## src/rtl/pipeline_hazard_ctrl_if.sv

```systemverilog
// Handshake bundle between the hazard controller and the front-end pipeline registers.
// The pipeline side drives the decode/execute fields; the controller drives the enables.
interface pipeline_hazard_ctrl_if #(
   parameter int RAW   = 5,
   parameter int CNT_W = 16
);
   logic [RAW-1:0]   id_rs;
   logic [RAW-1:0]   id_rt;
   logic             id_uses_rt;
   logic             id_is_md;
   logic             ex_memread;
   logic [RAW-1:0]   ex_rt;
   logic             ex_branch_taken;
   logic             pc_we;
   logic             ifid_we;
   logic             ifid_flush;
   logic             idex_bubble;
   logic             md_start;
   logic             md_busy;
   logic [CNT_W-1:0] stall_cnt;

   modport master (
      output id_rs, id_rt, id_uses_rt, id_is_md, ex_memread, ex_rt, ex_branch_taken,
      input  pc_we, ifid_we, ifid_flush, idex_bubble, md_start, md_busy, stall_cnt
   );

   modport slave (
      input  id_rs, id_rt, id_uses_rt, id_is_md, ex_memread, ex_rt, ex_branch_taken,
      output pc_we, ifid_we, ifid_flush, idex_bubble, md_start, md_busy, stall_cnt
   );
endinterface

```

## src/rtl/pipeline_hazard_ctrl.sv

```systemverilog
// Front-end hazard controller: load-use stalls, taken-branch flushes and mul/div holds
// for the PC, IF/ID and ID/EX registers of the 5-stage pipeline.
module pipeline_hazard_ctrl #(
   parameter int RAW    = 5,
   parameter int MD_LAT = 32,
   parameter int CNT_W  = 16
) (
   input logic                  clk,
   input logic                  rst,
   pipeline_hazard_ctrl_if.slave hz
);
   localparam int MW = (MD_LAT > 2) ? $clog2(MD_LAT) : 1;

   typedef enum logic {
      RUN,
      MD_WAIT
   } state_t;

   state_t           state, state_next;
   logic [MW-1:0]    md_cnt, md_cnt_next;
   logic             md_done, md_done_next;
   logic [CNT_W-1:0] stall_cnt;
   logic             lu_haz;

   assign lu_haz = hz.ex_memread && (hz.ex_rt != '0) &&
                   ((hz.ex_rt == hz.id_rs) || (hz.id_uses_rt && (hz.ex_rt == hz.id_rt)));

   assign hz.stall_cnt = stall_cnt;

   always_ff @(posedge clk) begin
      if (rst) begin
         state     <= RUN;
         md_cnt    <= '0;
         md_done   <= 1'b0;
         stall_cnt <= '0;
      end else begin
         state   <= state_next;
         md_cnt  <= md_cnt_next;
         md_done <= md_done_next;
         if (!hz.pc_we && (stall_cnt != '1))
            stall_cnt <= stall_cnt + 1'b1;
      end
   end

   // md_done masks id_is_md for the one cycle after a wait so the held op issues once
   always_comb begin
      state_next     = state;
      md_cnt_next    = md_cnt;
      md_done_next   = 1'b0;
      hz.pc_we       = 1'b1;
      hz.ifid_we     = 1'b1;
      hz.ifid_flush  = 1'b0;
      hz.idex_bubble = 1'b0;
      hz.md_start    = 1'b0;
      hz.md_busy     = 1'b0;

      if (rst) begin
         hz.pc_we       = 1'b0;
         hz.ifid_we     = 1'b0;
         hz.ifid_flush  = 1'b1;
         hz.idex_bubble = 1'b1;
      end else if (hz.ex_branch_taken) begin
         hz.ifid_flush  = 1'b1;
         hz.idex_bubble = 1'b1;
         state_next     = RUN;
         if (state == MD_WAIT)
            md_cnt_next = '0;
      end else begin
         case (state)
            RUN: begin
               if (lu_haz) begin
                  hz.pc_we       = 1'b0;
                  hz.ifid_we     = 1'b0;
                  hz.idex_bubble = 1'b1;
               end else if (hz.id_is_md && !md_done) begin
                  hz.md_start    = 1'b1;
                  hz.pc_we       = 1'b0;
                  hz.ifid_we     = 1'b0;
                  hz.idex_bubble = 1'b1;
                  state_next     = MD_WAIT;
                  md_cnt_next    = MW'(MD_LAT - 2);
               end
            end
            MD_WAIT: begin
               hz.md_busy     = 1'b1;
               hz.pc_we       = 1'b0;
               hz.ifid_we     = 1'b0;
               hz.idex_bubble = 1'b1;
               if (md_cnt != '0) begin
                  md_cnt_next = md_cnt - 1'b1;
               end else begin
                  state_next   = RUN;
                  md_done_next = 1'b1;
               end
            end
            default: state_next = RUN;
         endcase
      end
   end
endmodule
```

## src/flat_wrapper.sv

```systemverilog
// flat-port wrapper written by rule: the top's interface ports become plain ports
module pipeline_hazard_ctrl_flat 
#(
   parameter int RAW    = 5,
   parameter int MD_LAT = 32,
   parameter int CNT_W  = 16
)
  (clk, rst, hz_id_rs, hz_id_rt, hz_id_uses_rt, hz_id_is_md, hz_ex_memread, hz_ex_rt, hz_ex_branch_taken, hz_pc_we, hz_ifid_we, hz_ifid_flush, hz_idex_bubble, hz_md_start, hz_md_busy, hz_stall_cnt);
  pipeline_hazard_ctrl_if #(.RAW(RAW), .CNT_W(CNT_W)) hz_i ();
  input logic clk;
  input logic rst;
  input wire logic [$bits(hz_i.id_rs)-1:0] hz_id_rs;
  input wire logic [$bits(hz_i.id_rt)-1:0] hz_id_rt;
  input wire logic [$bits(hz_i.id_uses_rt)-1:0] hz_id_uses_rt;
  input wire logic [$bits(hz_i.id_is_md)-1:0] hz_id_is_md;
  input wire logic [$bits(hz_i.ex_memread)-1:0] hz_ex_memread;
  input wire logic [$bits(hz_i.ex_rt)-1:0] hz_ex_rt;
  input wire logic [$bits(hz_i.ex_branch_taken)-1:0] hz_ex_branch_taken;
  output wire logic [$bits(hz_i.pc_we)-1:0] hz_pc_we;
  output wire logic [$bits(hz_i.ifid_we)-1:0] hz_ifid_we;
  output wire logic [$bits(hz_i.ifid_flush)-1:0] hz_ifid_flush;
  output wire logic [$bits(hz_i.idex_bubble)-1:0] hz_idex_bubble;
  output wire logic [$bits(hz_i.md_start)-1:0] hz_md_start;
  output wire logic [$bits(hz_i.md_busy)-1:0] hz_md_busy;
  output wire logic [$bits(hz_i.stall_cnt)-1:0] hz_stall_cnt;
  assign hz_i.id_rs = hz_id_rs;
  assign hz_i.id_rt = hz_id_rt;
  assign hz_i.id_uses_rt = hz_id_uses_rt;
  assign hz_i.id_is_md = hz_id_is_md;
  assign hz_i.ex_memread = hz_ex_memread;
  assign hz_i.ex_rt = hz_ex_rt;
  assign hz_i.ex_branch_taken = hz_ex_branch_taken;
  assign hz_pc_we = hz_i.pc_we;
  assign hz_ifid_we = hz_i.ifid_we;
  assign hz_ifid_flush = hz_i.ifid_flush;
  assign hz_idex_bubble = hz_i.idex_bubble;
  assign hz_md_start = hz_i.md_start;
  assign hz_md_busy = hz_i.md_busy;
  assign hz_stall_cnt = hz_i.stall_cnt;
  pipeline_hazard_ctrl #(.RAW(RAW), .MD_LAT(MD_LAT), .CNT_W(CNT_W)) u_core (.clk(clk), .rst(rst), .hz(hz_i));
endmodule
```

## config.mk

```make
export PLATFORM = sky130hd
export DESIGN_NAME = pipeline_hazard_ctrl_flat
export DESIGN_NICKNAME = d
export VERILOG_FILES = /design/src/rtl/pipeline_hazard_ctrl_if.sv /design/src/rtl/pipeline_hazard_ctrl.sv /design/src/flat_wrapper.sv
export SDC_FILE = /design/constraint.sdc
export NUM_CORES = 1
export LEC_CHECK = 0
export CAP_MARGIN = 0
export CORE_AREA = 2 2 76 78
export DETAILED_ROUTE_END_ITERATION = 8
export DIE_AREA = 0 0 78 80
export SETUP_SLACK_MARGIN = 0.4
export SYNTH_ARGS = -nofsm -noshare
export SYNTH_HDL_FRONTEND = slang
export SYNTH_SLANG_ARGS = --single-unit
```

## constraint.sdc

```tcl
create_clock -name clk -period 5.7 [get_ports clk]
set_input_delay 0.57 -clock clk [delete_from_list [all_inputs] [get_ports clk]]
set_output_delay 0.57 -clock clk [all_outputs]
set_load 0.03 [all_outputs]
```

==> results.json, run 1 <==
{
  "fp.dieW_um": 78,
  "ys_top_cells_by_area": "dfxtp_1 29%, nor4_4 8.1%, xor2_1 5.0%, nor2_1 4.1%, mux2_1 3.6%",
  "synth_top_cell_area_share": 0.293,
  "cells_traversed_along_the_worst_timing_path": "clkdlybuf4s50_1, or4_1, o21ai_1, o311a_4, and2_1, clkdlybuf4s50_1",
  "final_period_minus_worst_setup_slack_ns": 3.75,
  "outcome": "finished, final reports clean",
  "drt-vias-per-instance": 4.92,
  "hold-path-cell-count": 2,
  "postCtsResizedCells": 0,
  "met1_usage": 0.143,
  "design.portCount": 43,
  "synth-async-reset-ratio": 0,
  "setup_total_negative_slack_ns": 0,
  "syn-num-nets": 200,
  "finalHoldViolCount": 0,
  "htreeDepth": 1,
  "dr.first_iter.drc_count": 55,
  "cp_slowest_cell": "clkdlybuf4s50_1",
  "post_cts_setup_inserts": 0,
  "numPortBuffers": 42,
  "crit_path_max_incr_delay_ns": 0.67,
  "arrival_ns": 3.18,
  "vias": 1401,
  "number_of_max_slew_violations_in_the_final_report": 0,
  "place.detailed.hpwl_mm": 2.56,
  "synth_compound_gate_area_share": 0.186,
  "post-synth-top-count-cell": "dfxtp_1",
  "fin_skew_ns": 0.00571,
  "cts_tree": "yes",
  "cap_violations": 0,
  "top_usage_layer": "met2",
  "critical_path_required_ns": 5.13,
  "timing.critical_path.max_delay_family": "buffers and inverters",
  "regToRegStartpoint": "u_core.hz.stall_cnt[0]$_SDFFE_PP0P_",
  "slew_worst_pin_ns": 0.522,
  "critPathLaunch": "hz_ex_rt[0]",
  "holdCritStartpoint": "u_core.md_cnt[1]$_SDFFE_PP0P_",
  "cp.buffers_inverters": 2,
  "row_count": 27,
  "cts_buffers": 3,
  "final.hold.worst_slack_ns": 0.494,
  "via_count_of_the_first_global_routing_pass": 1325,
  "final-instance-count-excl-fill": 285,
  "cell_area_after_technology_mapping_um2": 1570,
  "vdd_drop_max_mv": 0.106,
  "cp_num_cells": 6,
  "synth_commonest_cells": "23 x dfxtp_1, 17 x nor2_1, 11 x a21oi_1",
  "met2_use_gr": 0.204,
  "unrepaired_setup_endpoints_after_global_routing": "no",
  "timing.final.setup_violations": 0,
  "detailedRoute.firstPassIterationCount": 4,
  "cts_hold_buffers": 0,
  "dominant_combinational_cell_family_by_area_after_synthesis": "simple AND/OR/NAND/NOR gates",
  "wire_per_inst_um": 12.4,
  "synth.largest_area_cell": "dfxtp_1",
  "root_buffer": "clkbuf_8",
  "antennaDiodeCount": 0,
  "cts.clk_slew.worst_paths_ns": 0.08,
  "area_growth_pct": 31.6,
  "synth-seq-area-share": 0.293,
  "number_of_nets_in_the_final_layout": 238,
  "post_synth_fa_ha_maj_area_fraction": 0.0238,
  "grt_max_degree": 29,
  "p_per_area_nw_per_um2": 164,
  "grtUsageTotal": 0.119,
  "drive_above_1_share": 0.0986,
  "post_synth_inst_count": 176,
  "route.final.wire_length_mm": 3.55,
  "final_min_period_over_clock_period": 0.658,
  "fp.dieArea_um2": 6240,
  "critical_path.startpoint_type": "input port",
  "placeableCoreArea_um2": 5410,
  "path_class_of_the_lowest_slack_min_delay_path": "reg -> reg",
  "finalInstanceArea_um2": 2070,
  "synth.lib_cells_used.distinct": 47,
  "drt_drc_violations_left": 0,
  "postPlaceCellArea_um2": 2030,
  "gr_overflow_total": 0,
  "insertion_delay_ns": 0.26,
  "tritoncts_num_sinks": 23,
  "synth_mux_area_frac": 0.0501,
  "finish.utilization": 0.383,
  "die_ht_um": 80,
  "synth_xor_xnor_area_share": 0.0556,
  "power.leakage_nw": 0.677,
  "yosys_warnings": 0,
  "worst-path-max-fanout": 26,
  "placed_cells_incl_taps": 281,
  "syn-mean-instance-area_um2": 8.94,
  "antenna_left": 0,
  "grt_pass1_wl_mm": 6.00,
  "ys.flop_type": "dfxtp_1",
  "critical-path-top-cell-by-count": "clkdlybuf4s50_1",
  "groute.layer.met3.usage": 0.0328,
  "finalWeightedCongestion": 0.861,
  "setup.worst_path.class": "in -> out",
  "achievable-frequency_mhz": 266,
  "antenna_found_initial": 0,
  "synth_edf_count": 0,
  "ys_ff_latch": 23,
  "reg2reg_depth": 7,
  "worst_slew_margin_rel": 0.648,
  "critical_path.endpoint_type": "output port",
  "cts-root-to-sink-buffers": 2,
  "synth_simple_gate_area_frac": 0.321,
  "initial_utilization": 0.291
}
-- cell usage in the layout (no fill, tap or decap), types with 3 or more instances in the layout --
cell type and instances:
dfxtp_1 23, xor2_1 9, mux2_1 5, or3_1 3, a21oi_1 11, or4_1 6, clkbuf_8 3, nor4_4 6
nand2_1 7, o21ai_0 4, clkdlybuf4s50_1 42, nand3_1 10, or2_2 3, nor2b_1 7, inv_1 10, ha_1 3
nor3_1 4, o31ai_1 7, nor2_1 17
-- cells by family after synthesis --
logic type / after synthesis
buffers and inverters: 21
AO/OA/AOI/OAI: 37
XOR/XNOR: 10
flip-flops: 23
adder cells (fa/ha/maj): 3
AND/OR/NAND/NOR: 75
multiplexers: 7
-- layout make-up --
cell class	count	area (µm²)
clock buffer	4	45.0
sequential	23	460
multi-input combinational	132	1000
fill	551	3330
tap	72	90.1
inverter	10	37.5
timing repair buffer	44	435
-- registers in the layout (all words and copies together), names as in the netlist --
| name | flops |
|---|---|
| u_core.hz.stall_cnt | 16 |
| u_core.md_cnt | 5 |
| u_core.md_done | 1 |
| u_core.state | 1 |
-- per-stage QoR --
stage	setup slack (ns)	total power [mW]
finish	1.95	0.340
global route	1.79	0.363
CTS	1.92	0.347
detailed placement	1.92	0.242
global placement	1.97	0.242
floorplan	2.74	0.217
-- worst min-delay path, cell delays in order, from the launching register on --
cell and delay (ns):
dfxtp_1 0.33, nand3_1 0.07, a21oi_1 0.05
-- report_power, final --
part	internal [mW]	total, mW	leakage [nW]	switching, mW
clock network	0.0499	0.102	0.0228	0.0522
logic	0.0325	0.0698	0.468	0.0373
registers	0.164	0.168	0.186	0.00378
-- worst paths after layout --
kind                                                       endpoint  slack (ns)
worst max-delay path                                       hz_pc_we        1.95
worst min-delay path                  u_core.md_cnt[1]$_SDFFE_PP0P_        0.49
worst max register to register  u_core.hz.stall_cnt[5]$_SDFFE_PP0P_        3.33
worst min register to register        u_core.md_cnt[1]$_SDFFE_PP0P_        0.49
-- metal layers --
layer	vias up	part of all wire
met2	24	0.48
met3	4	0.032
met1	651	0.48
met4	0	0.0093
met5	-	0
li1	722	-
Power figures use the tool's default switching activity.
==> inputs of run 2 (changes only) <==
Clock period 5.7 ns to 3.93 ns, I/O delays scaled along.
==> run 2 against run 1 <==
Effect of this change: clock-buffer cell count is the same; sequential share of layout area shrank 0.080 points; largest cell class unchanged; cell count up 0.35%; non-clock buffer count up 1; wire length increased by 2.5%; setup slack got worse by 1.1 ns; clock power grew 47%; critical path depth is the same; hold slack improved by 0.00084 ns; first-iteration DRC count increased by 5.5%.
==> results.json, run 2 (synthesis gave the netlist of run 1 again) <==
{
  "via_count_of_the_first_global_routing_pass": 1406,
  "dr.first_iter.drc_count": 58,
  "p_per_area_nw_per_um2": 239,
  "top_usage_layer": "met2",
  "cts-root-to-sink-buffers": 2,
  "finalWeightedCongestion": 0.739,
  "setup.worst_path.class": "in -> out",
  "cts_tree": "yes",
  "timing.critical_path.max_delay_family": "buffers and inverters",
  "fp.dieW_um": 78,
  "achievable-frequency_mhz": 320,
  "critical_path.endpoint_type": "output port",
  "path_class_of_the_lowest_slack_min_delay_path": "reg -> reg",
  "grt_max_degree": 28,
  "setup_total_negative_slack_ns": 0,
  "arrival_ns": 2.73,
  "initial_utilization": 0.291,
  "mostFrequentLayoutCells": "42 x clkdlybuf4s50_1, 23 x dfxtp_1, 17 x nor2_1",
  "gr_overflow_total": 0,
  "cp.buffers_inverters": 2,
  "row_count": 27,
  "vias": 1421,
  "power.leakage_nw": 0.682,
  "postPlaceCellArea_um2": 2030,
  "drive_above_1_share": 0.103,
  "multiInputGateArea_um2": 1000,
  "finalInstanceArea_um2": 2080,
  "regMostFlops": "u_core.hz.stall_cnt",
  "cts_buffers": 3,
  "largest_reg_flops": 16,
  "insertion_delay_ns": 0.27,
  "worst-path-max-fanout": 4,
  "critical_path.startpoint_type": "input port",
  "nFillCells": 576,
  "unrepaired_setup_endpoints_after_global_routing": "no",
  "final_min_period_over_clock_period": 0.795,
  "critical-path-top-cell-by-count": "clkdlybuf4s50_1",
  "tritoncts_num_sinks": 23,
  "met1_usage": 0.154,
  "numPortBuffers": 42,
  "htreeDepth": 1,
  "cells_traversed_along_the_worst_timing_path": "clkdlybuf4s50_1, or4_1, o21ai_1, o311a_4, and2_1, clkdlybuf4s50_1",
  "timing.final.setup_violations": 0,
  "antennaDiodeCount": 0,
  "post_cts_setup_inserts": 0,
  "place.detailed.hpwl_mm": 2.63,
  "met2_use_gr": 0.212,
  "placeableCoreArea_um2": 5410,
  "root_buffer": "clkbuf_8",
  "drt-vias-per-instance": 4.97,
  "cts.clk_slew.worst_paths_ns": 0.08,
  "outcome": "finished, final reports clean",
  "final_period_minus_worst_setup_slack_ns": 3.12,
  "worst_slew_margin_rel": 0.674,
  "cap_violations": 0,
  "antenna_left": 0,
  "design.portCount": 43,
  "route.final.wire_length_mm": 3.64,
  "cts_hold_buffers": 0,
  "groute.layer.met3.usage": 0.0271,
  "die_ht_um": 80,
  "postCtsResizedCells": 0,
  "fp.dieArea_um2": 6240,
  "wire_per_inst_um": 12.7,
  "critical_path_required_ns": 3.54,
  "fin_skew_ns": 0.00434,
  "seq_area_um2": 460,
  "antenna_found_initial": 0,
  "layout_commonest_cell": "clkdlybuf4s50_1",
  "finalHoldViolCount": 0,
  "grtUsageTotal": 0.122,
  "slew_worst_pin_ns": 0.484,
  "number_of_nets_in_the_final_layout": 239,
  "final-instance-count-excl-fill": 286,
  "grt_pass1_wl_mm": 6.29,
  "area_growth_pct": 32.0,
  "drt_drc_violations_left": 0,
  "placed_cells_incl_taps": 282,
  "cp_slowest_cell": "clkdlybuf4s50_1",
  "vdd_drop_max_mv": 0.206,
  "crit_path_max_incr_delay_ns": 0.67,
  "registers_with_the_most_flip_flops": "u_core.hz.stall_cnt x16, u_core.md_cnt x5",
  "detailedRoute.firstPassIterationCount": 5,
  "number_of_max_slew_violations_in_the_final_report": 0
}
==> run 2: area by class of cell <==
cell class,instances,share of cell area
multi-input cells,132,0.482
flip-flops and latches,23,0.222
repair buffers,45,0.213
well taps,72,0.0433
clock buffers,4,0.0217
inverters,10,0.0181
==> run 2: tightest hold or removal path, delay by kind of cell (launching register included) <==
kind / cells / cell delay, ns
flops: 1 / 0.33
simple gates: 1 / 0.07
compound gates: 1 / 0.05
==> run 2: per-layer routing <==
| metal | vias up | share of wire |
|---|---|---|
| met3 | 4 | 0.057 |
| li1 | 723 | - |
| met2 | 43 | 0.47 |
| met1 | 651 | 0.47 |
| met5 | - | 0 |
| met4 | 0 | 0.0066 |
==> run 2: path summary, 6_finish.rpt <==
kind,startpoint,depth (start not counted),slack [ns],to
worst max-delay path,hz_ex_rt[0],6,0.81,hz_pc_we
worst min-delay path,u_core.md_cnt[1]$_SDFFE_PP0P_,2,0.49,u_core.md_cnt[1]$_SDFFE_PP0P_
worst max register to register,u_core.hz.stall_cnt[0]$_SDFFE_PP0P_,7,1.60,u_core.hz.stall_cnt[15]$_SDFFE_PP0P_
worst min register to register,u_core.md_cnt[1]$_SDFFE_PP0P_,2,0.49,u_core.md_cnt[1]$_SDFFE_PP0P_
==> run 2: where the power goes <==
part | switching [mW] | internal, mW
Combinational | 0.0554 | 0.0479
Sequential | 0.00555 | 0.238
Clock | 0.0779 | 0.0725
Total | 0.139 | 0.359
==> run 2: metrics by stage <==
step	worst slack [ns]	power, mW	util	hold slack (ns)
finish	0.806	0.498	0.384	0.495
floorplan	1.33	0.314	-	0.457
CTS	0.800	0.505	0.384	0.498
global placement	0.837	0.352	0.376	0.484
global route	0.669	0.524	0.384	0.511
detailed placement	0.808	0.352	0.376	0.484
